[config.mk]
export PLATFORM = sky130hd
export DESIGN_NAME = const_op_accumulator
export DESIGN_NICKNAME = d
export VERILOG_FILES = /design/src/rtl/const_op_accumulator.sv
export SDC_FILE = /design/constraint.sdc
export NUM_CORES = 1
export LEC_CHECK = 0
export CAP_MARGIN = 20
export CORE_MARGIN = 4
export CORE_UTILIZATION = 57
export CTS_BUF_LIST = sky130_fd_sc_hd__clkbuf_8
export DETAILED_ROUTE_END_ITERATION = 8
export PLACE_DENSITY = 0.87
export SYNTH_ARGS = -nofsm -noshare
export SYNTH_HDL_FRONTEND = slang
export SYNTH_SLANG_ARGS = --single-unit
export TNS_END_PERCENT = 5
[constraint.sdc]
create_clock -name MyClock -period 5 [get_ports MyClock]
set_input_delay 1.25 -clock MyClock [delete_from_list [all_inputs] [get_ports MyClock]]
set_output_delay 1.25 -clock MyClock [all_outputs]
set_load 0.03 [all_outputs]
[src/rtl/const_op_accumulator.sv]
// ---------------------------------------------------------------------------
// const_op_accumulator
//
// Pipelined constant-select add/sub unit with an internal accumulator.
// Each accepted operation combines the operand with either one of four
// parameter constants (ops 00/01) or with the accumulator (ops 10/11).
// The result is registered into a one-entry output stage with a
// valid/ready handshake. That stage can take a new result on the same
// edge as it hands off the previous one, so throughput is one result per
// cycle.
//
// Parameters:
//   WIDTH     data width of operand, result and accumulator (>= 2)
//   K0..K3    constants picked by MyConstantSelect
//   SATURATE  0 = wrap modulo 2^WIDTH, 1 = clamp (all-ones on carry,
//             zero on borrow)
//
// Ports:
//   MyClock           rising-edge clock
//   MyResetN          asynchronous active-low reset
//   MyInValid         an operation is presented
//   MyInReady         the block can accept an operation this cycle
//   MyInput           unsigned operand A
//   MyConstantSelect  selects K0..K3
//   MyOperation       00 A+K, 01 A-K, 10 ACC+=A, 11 ACC-=A
//   MyClear           synchronous accumulator clear
//   MyOutValid        MyOutput/MyOverflow hold a result
//   MyOutReady        downstream accepts the result
//   MyOutput          result
//   MyOverflow        carry (add) or borrow (sub) for this result
// ---------------------------------------------------------------------------
module const_op_accumulator #(
    parameter int unsigned      WIDTH    = 8,
    parameter logic [WIDTH-1:0] K0       = WIDTH'(1),
    parameter logic [WIDTH-1:0] K1       = WIDTH'(2),
    parameter logic [WIDTH-1:0] K2       = WIDTH'(4),
    parameter logic [WIDTH-1:0] K3       = WIDTH'(8),
    parameter int unsigned      SATURATE = 0
) (
    input  logic             MyClock,
    input  logic             MyResetN,
    input  logic             MyInValid,
    output logic             MyInReady,
    input  logic [WIDTH-1:0] MyInput,
    input  logic [1:0]       MyConstantSelect,
    input  logic [1:0]       MyOperation,
    input  logic             MyClear,
    output logic             MyOutValid,
    input  logic             MyOutReady,
    output logic [WIDTH-1:0] MyOutput,
    output logic             MyOverflow
);

    localparam logic [4*WIDTH-1:0] K_FLAT = {K3, K2, K1, K0};

    // Constant lookup table
    logic [WIDTH-1:0] k_table [4];

    genvar gi;
    generate
        for (gi = 0; gi < 4; gi++) begin : g_k_table
            assign k_table[gi] = K_FLAT[gi*WIDTH +: WIDTH];
        end
    endgenerate

    // State
    logic             out_valid_reg;
    logic [WIDTH-1:0] out_data_reg;
    logic             out_ovf_reg;
    logic [WIDTH-1:0] acc_reg;

    // Datapath
    logic             accept;
    logic             op_is_acc;
    logic             op_is_sub;
    logic [WIDTH-1:0] acc_eff;
    logic [WIDTH-1:0] lhs;
    logic [WIDTH-1:0] rhs;
    logic [WIDTH:0]   sum_wide;
    logic [WIDTH:0]   diff_wide;
    logic [WIDTH:0]   raw_wide;
    logic             ovf_next;
    logic [WIDTH-1:0] result_next;

    // One-entry output stage: free when empty or being drained this cycle.
    assign MyInReady = !out_valid_reg || MyOutReady;
    assign accept    = MyInValid && MyInReady;

    assign op_is_acc = MyOperation[1];
    assign op_is_sub = MyOperation[0];

    // A clear on the same edge as an accumulate op takes effect first,
    // so the op sees a zero accumulator.
    assign acc_eff = MyClear ? '0 : acc_reg;

    assign lhs = op_is_acc ? acc_eff : MyInput;
    assign rhs = op_is_acc ? MyInput : k_table[MyConstantSelect];

    // One extra bit: carry out of the add, or borrow (lhs < rhs) of the sub.
    assign sum_wide  = {1'b0, lhs} + {1'b0, rhs};
    assign diff_wide = {1'b0, lhs} - {1'b0, rhs};
    assign raw_wide  = op_is_sub ? diff_wide : sum_wide;
    assign ovf_next  = raw_wide[WIDTH];

    generate
        if (SATURATE != 0) begin : g_sat
            always_comb begin
                result_next = raw_wide[WIDTH-1:0];
                if (ovf_next) begin
                    result_next = op_is_sub ? '0 : '1;
                end
            end
        end else begin : g_wrap
            assign result_next = raw_wide[WIDTH-1:0];
        end
    endgenerate

    always_ff @(posedge MyClock or negedge MyResetN) begin
        if (!MyResetN) begin
            out_valid_reg <= 1'b0;
            out_data_reg  <= '0;
            out_ovf_reg   <= 1'b0;
            acc_reg       <= '0;
        end else begin
            if (accept) begin
                out_valid_reg <= 1'b1;
                out_data_reg  <= result_next;
                out_ovf_reg   <= ovf_next;
            end else if (out_valid_reg && MyOutReady) begin
                // Data and flag keep their last values after hand-off
                out_valid_reg <= 1'b0;
            end

            // Clear acts regardless of the handshake; an accepted
            // accumulate op already folds the clear in via acc_eff.
            if (accept && op_is_acc) begin
                acc_reg <= result_next;
            end else if (MyClear) begin
                acc_reg <= '0;
            end
        end
    end

    assign MyOutValid = out_valid_reg;
    assign MyOutput   = out_data_reg;
    assign MyOverflow = out_ovf_reg;

endmodule

# Word level (Yosys, flattened, before mapping)
# Cells that the tools add are included.
# totals
regBits,18
input_bits,17
wordCells,24
# classes
add_sub_neg,2
magnitude_cmp,1
muxes,10
bitwise_logic,1
n_reduce_logical,6
# ops
cell,count
two-way mux 8 bit,6
binary-select mux 8 bit (select 2 bit),1
adder 8 x 8 -> 9 bit,1
two-way mux 9 bit,1
subtractor 8 x 8 -> 9 bit,1
"greater-or-equal comparator 3 bit, second input constant",1
logical AND 1 bit,3
inverter 2 -> 3 bit,1
two-way mux 1 bit,2
nonzero test 2 bit,1
zero test 1 bit,1
logical OR 1 bit,1

# Depth between registers and ports, before layout
# Gate-level depths: netlist of run 1.
# logic_depth
depth_word,8
ltp_mapped,11
depth_no_buf,11

# Least setup slack after synthesis of run 1
# Ideal clock, no wire load.
# synth_path
path_kind,input to register
from,input MyOperation[1]
to,register out_ovf_reg (netlist: MyOverflow)
setup_ps,131
arrival_ps,3136
t_required_ps,4869
slack_ps,1733
path_stages,10
path_cell_list,buf_2 and3b_1 nor2_1 o31ai_1 a31o_1 ha_1 or4_4 o2bb2ai_2 xnor2_1 o21ai_1
# synth_between
elab_chain_len,3
word_cells_on_any_way,5
cone_classes,add/sub: 2; mux: 3
# synth_rtl
item,line_no,text
"start, declared",46,"input logic [1:0] MyOperation,"
"two-way mux 8 bit, on equally long branches","96, 97",
adder 8 x 8 -> 9 bit / subtractor 8 x 8 -> 9 bit (equally long branches),"100, 101",
two-way mux 9 bit (*),102,assign raw_wide = op_is_sub ? diff_wide : sum_wide;
"end signal, assigned",128,out_ovf_reg <= ovf_next;
"end, declared",69,logic out_ovf_reg;
# Mark *: on every way between the ends. The rest lies on a longest branch, timed or not.
# A chain may end at the register's enable or synchronous reset.

# Worst setup path after layout of run 1
# layout_path
from,input MyOutReady
to,output MyInReady
# layout_between
elab_chain_len,1
# layout_rtl
item,line_no,text
"start, declared",49,"input logic MyOutReady,"
logical OR 1 bit,86,assign MyInReady = !out_valid_reg || MyOutReady;
"end, declared",43,"output logic MyInReady,"
# No other way between the ends.

==> results of run 1 <==
## power breakdown
group | leakage, nW | switching [mW] | total [mW] | internal [mW]
sequential | 0.227 | 0.0133 | 0.191 | 0.178
clock | 0.0216 | 0.0449 | 0.0983 | 0.0534
combinational | 0.495 | 0.141 | 0.260 | 0.119
## worst max path at each step
| stage | to | slack [ns] | depth (start not counted) |
|---|---|---|---|
| finish | MyInReady | 1.14 | 3 |
| CTS | MyInReady | 1.13 | 3 |
| global route | MyOverflow | 1.01 | 10 |
| detailed placement | MyOverflow | 0.88 | 10 |
| floorplan | MyOverflow | 1.73 | 10 |
| global placement | MyOverflow | 0.99 | 10 |
## stage by stage
| stage | power (mW) | setup WS [ns] | cells |
|---|---|---|---|
| finish | 0.549 | 1.14 | 210 |
| global route | 0.585 | 1.01 | 210 |
| CTS | 0.554 | 1.13 | 210 |
| detailed placement | 0.455 | 0.884 | 207 |
| global placement | 0.446 | 0.995 | 207 |
| floorplan | 0.359 | 1.73 | 157 |
## tightest hold or removal path: cells and delay by family, from the launching register on
family | cells | cell delay, ns
AOI/OAI and AO/OA | 1 | 0.06
DFF | 1 | 0.34
and+or+nand+nor | 1 | 0.04
## cell usage in the layout (no fill, tap or decap), types with 2 or more instances in the layout
master and count:
a21oi_1 6, clkbuf_8 3, clkdlybuf4s50_1 27, dfrtp_1 18, ha_1 8, inv_1 7, mux2_2 11, mux2i_1 3
nand2_1 18, nand2b_1 3, nand3_1 4, nand3b_1 3, nor2_1 7, nor2b_1 10, o21a_1 4, o21ai_0 16
o21ai_1 3, o31ai_1 4, or3_1 2, xnor2_1 4, xor2_1 3
## cells in the mapped netlist, drive strengths merged (4+ instances only)
library cell,instances
o21ai,20
dfrtp,18
nand2,18
mux2,11
nor2b,10
ha,8
inv,7
nor2,7
a21oi,6
clkbuf,4
nand3,4
o21a,4
o31ai,4
xnor2,4
## layout make-up
cell class	count	area (um^2)	area share, %
timing repair buffer	28	278	16.0
tap	28	35.0	2.02
clock buffer	3	41.3	2.38
multi-input combinational	126	901	52.0
sequential	18	450	26.0
inverter	7	26.3	1.52
## layer usage
metal | GRT usage, % | vias up
li1 | - | 612
met1 | 22.0 | 601
met2 | 35.6 | 23
met3 | 4.30 | 4
met4 | 5.96 | 0
met5 | 0 | -
## cell families (layout without fill, tap and decap cells)
family	count (synthesis)	count (layout)	synth area share, %
xor gates and xnor gates	7	7	4.37
and+or+nand+nor	53	53	20.2
AOI/OAI and AO/OA	43	43	20.1
DFF	18	18	32.1
adders and majority gates	9	9	8.56
buffers and inverters	13	38	3.66
muxes	14	14	11.0
==> results.txt, run 1 <==
Avg WL per Cell: 14.6 um
Worst-path clk slew: 0.06 ns
Post-synth ARST share: 100%
syn avg cell area: 8.93 um^2
final antenna diode count: 0
Top Layer Used: met4
Gate Count Post-Synth: 157
Distinct cells, synth: 38
post-synth top area share: 32.1%
initial antenna violation count: 0
Cell Chain, Critical Path: clkdlybuf4s50_1 -> nand2b_1 -> clkdlybuf4s50_1
WP buf/inv: 2
clk_lat worst skew: 0.25 ns
Leakage Power: 0.743 nW
number of fillers in the final layout: 178
Top FF cell, synth: dfrtp_1
first-pass GRT wire length: 5130 um
setup tns final: 0 ns
slowest stage delay, CP: 0.72 ns
Post-CTS Setup Repair Bufs: 0
Synth-to-Final Area Change: 23.5%
Final setup violation count: 0
share of layout cells above drive strength 1: 11.5%
post-DR vias/cell: 5.90
largest net degree at the start of global routing: 19
Largest delay share family, worst path: buffers and inverters
clk buf depth: 2
Clock Tree Root: clkbuf_8
critical path startpoint: MyOutReady
WP data arrival: 2.61 ns
peak fanout along the critical path: 4
GP Congestion: 0.821
min cycle time layout: 3.86 ns
row cnt: 17
final instance area: 0.00173 mm^2
# hold bufs at CTS: 0
synth top area cells: dfrtp_1 (32%), mux2_2 (8.8%), ha_1 (7.1%)
IO buf count: 27
met2 WL: 1630 um
Residual DRC: 0
hold_sp: MyOutput[7]
CTS tree: built
CORE AREA: 0.00228 mm^2
Die H: 57.6 um
Fin Clk Skew: 0.00509 ns
vias in the first global route: 1225
critical path data required time: 3.75 ns
CTS resizes: 0
wirelength, routed: 3060 um
Die Wd: 57.6 um
Startpoint Class: primary input
Ports: 28
R2R Setup Slk: 2.82 ns
Die ar.: 0.00332 mm^2
nets: 210
status: completed
Metal-1 WL: 1280 um
Synth area leader: dfrtp_1
Endpoint, Worst Hold: MyOutput[7]
FF+latch count, synth: 18
Pins Over Slew Limit: 0
CP max-delay cell: clkdlybuf4s50_1
GRT overflow: 0
post-synth net total: 183
Mapped Area: 0.00140 mm^2
Vias: 1240
RR Endpoint: acc_reg[6]
relative slew slack: 47.0%
H-tree depth: 1
PD cells: 317 mW/mm^2
initial drt markers: 37
hold path depth: 2
worst flop-to-flop path startpoint: acc_reg[0]
number of synthesized flops with an enable pin: 0
max-cap violation count: 0
Hold Crit Class: reg2reg
post-synthesis sequential area ratio: 32.1%
First-pass DRT Iterations: 4
crit path capture type: output pin
dpl hpwl: 2460 um
most frequent CP cell: clkdlybuf4s50_1
routed wl met3: 104 um
total global-route track usage: 19.4%
Starting Density: 61.6%
synth warn: 0
hold slack: 0.478 ns
worst r2r path cells: 9
RSZ-0062 raised after global routing: no
Detail Route Antenna Nets: 0
VDD IR max: 0.347 mV
Post-DP Area: 0.00169 mm^2
Sink Count: 18
Fmax: 259 MHz
Worst Setup Path Type: in2out
final core occ: 76.1%
slew of the pin with the lowest slew margin: 0.793 ns
final period utilization: 77.1%
total CTS buffers: 3
final-report hold violation count: 0
No activity file was read; power rests on OpenSTA's default activity.
==> inputs of run 2 (changes only) <==
--- a/config.mk
+++ b/config.mk
@@ -7,10 +7,10 @@
 export LEC_CHECK = 0
 export CAP_MARGIN = 20
 export CORE_MARGIN = 4
-export CORE_UTILIZATION = 57
+export CORE_UTILIZATION = 53
 export CTS_BUF_LIST = sky130_fd_sc_hd__clkbuf_8
 export DETAILED_ROUTE_END_ITERATION = 8
-export PLACE_DENSITY = 0.87
+export PLACE_DENSITY = 0.82
 export SYNTH_ARGS = -nofsm -noshare
 export SYNTH_HDL_FRONTEND = slang
 export SYNTH_SLANG_ARGS = --single-unit
==> constraint.sdc (replaced) <==
create_clock -name MyClock -period 3.8 [get_ports MyClock]
set_input_delay 0.95 -clock MyClock [delete_from_list [all_inputs] [get_ports MyClock]]
set_output_delay 0.95 -clock MyClock [all_outputs]
set_load 0.03 [all_outputs]
==> results.txt, run 2 (synthesis results as in run 1) <==
min cycle time layout: 3.36 ns
Die Wd: 59.4 um
Comb pwr share: 45.8%
Fin Clk Skew: 0.00301 ns
row cnt: 18
final period utilization: 88.5%
Synth-to-Final Area Change: 25.7%
Worst Setup Path Type: in2reg
area of the multi-input gates: 901 um^2
IO buf count: 27
vias in the first global route: 1199
CTS tree: built
total global-route track usage: 19.5%
RSZ-0062 raised after global routing: no
final-report hold violation count: 0
Clock power frac: 20.5%
Final setup violation count: 0
CORE AREA: 0.00250 mm^2
setup tns final: 0 ns
initial antenna violation count: 0
VDD IR max: 0.517 mV
final core occ: 70.5%
Clock Tree Root: clkbuf_8
Ports: 28
Sink Count: 18
H-tree depth: 1
slew of the pin with the lowest slew margin: 0.781 ns
peak fanout along the critical path: 5
clk buf depth: 2
register area: 450 um^2
PD cells: 424 mW/mm^2
Fmax: 297 MHz
Detail Route Antenna Nets: 0
Hold Crit Class: reg2reg
largest net degree at the start of global routing: 19
nets: 212
first-pass GRT wire length: 5260 um
Power Internal: 484 uW
final antenna diode count: 0
Sw Pwr: 263 uW
Avg WL per Cell: 14.4 um
Die ar.: 0.00353 mm^2
GP Congestion: 0.848
initial drt markers: 48
First-pass DRT Iterations: 4
relative slew slack: 47.7%
Post-CTS Setup Repair Bufs: 0
clk_lat worst skew: 0.25 ns
WP data arrival: 3.49 ns
Starting Density: 56.1%
Reg power frac: 33.7%
CTS resizes: 0
wirelength, routed: 3100 um
critical path data required time: 3.92 ns
GRT overflow: 0
Startpoint Class: primary input
Residual DRC: 0
# hold bufs at CTS: 0
share of layout cells above drive strength 1: 13.0%
max-cap violation count: 0
status: completed
hold slack: 0.490 ns
post-DR vias/cell: 5.68
crit path capture type: flop
Vias: 1222
Leakage Power: 0.760 nW
number of fillers in the final layout: 207
total CTS buffers: 3
commonest non-fill, non-tap cell in the layout: clkdlybuf4s50_1
leading cell types in the layout, fill and taps excluded: clkdlybuf4s50_1 (27), dfrtp_1 (18), nand2_1 (18), o21ai_0 (16), mux2_2 (11)
Die H: 59.4 um
dpl hpwl: 2490 um
Worst-path clk slew: 0.07 ns
Sw Ratio: 35.2%
Pins Over Slew Limit: 0
-- run 2: cell count changes in the layout (fill, tap and decap cells not counted) --
cell | before | now
buf_4 | 1 | 3
clkbuf_8 | 3 | 4
-- run 2: critical path, stage by stage --
cell and delay, ns:
clkdlybuf4s50_1 0.50, nor3_2 0.25, and3b_1 0.29, a21oi_1 0.10, mux2_2 0.29, o21ai_2 0.07, ha_1 0.27, o21a_1 0.21
o21ai_0 0.22, o2bb2ai_2 0.15, xnor2_1 0.13, o21ai_1 0.07
-- run 2: cell type report --
cell class	count	share of cell area, %
multi-input cells	126	51.1
flip-flops and latches	18	25.6
repair buffers	30	16.6
clock buffers	4	3.12
well taps	30	2.13
inverters	7	1.49
-- run 2: final timing paths --
check                                 start     endpoint  slack (ns)  cells after the start
worst min register to register  MyOutput[2]  MyOutput[2]        0.49                      2
worst max-delay path             MyInput[1]   MyOverflow        0.44                     12
min in group asynchronous          MyResetN  MyOutput[5]        1.15                      1
max in group asynchronous          MyResetN   acc_reg[0]        2.16                      1
worst min-delay path            MyOutput[2]  MyOutput[2]        0.49                      2
worst max register to register   acc_reg[1]   acc_reg[5]        1.55                      9
-- run 2: layer usage --
| metal | vias to the layer above | wire (um) | GRT usage (%) |
|---|---|---|---|
| met5 | - | 0 | 0 |
| met4 | 0 | 34 | 4.85 |
| met3 | 4 | 133 | 4.14 |
| met2 | 21 | 1620 | 34.8 |
| met1 | 584 | 1310 | 23.6 |
| li1 | 613 | - | - |
-- run 2: power groups by stage --
stage	clock network (mW)	logic [mW]	registers (mW)
finish	0.153	0.342	0.252
global placement	0	0.335	0.254
CTS	0.155	0.345	0.252
floorplan	0	0.156	0.317
detailed placement	0	0.344	0.256
global route	0.161	0.373	0.257
-- run 2: metrics by stage --
step / power (mW) / instance area [um^2] / instances / worst slack (ns)
floorplan: 0.473 / 1400 / 157 / 0.833
global placement: 0.589 / 1710 / 211 / 0.298
detailed placement: 0.599 / 1710 / 211 / 0.175
CTS: 0.753 / 1760 / 215 / 0.426
global route: 0.791 / 1760 / 215 / 0.277
finish: 0.747 / 1760 / 215 / 0.435
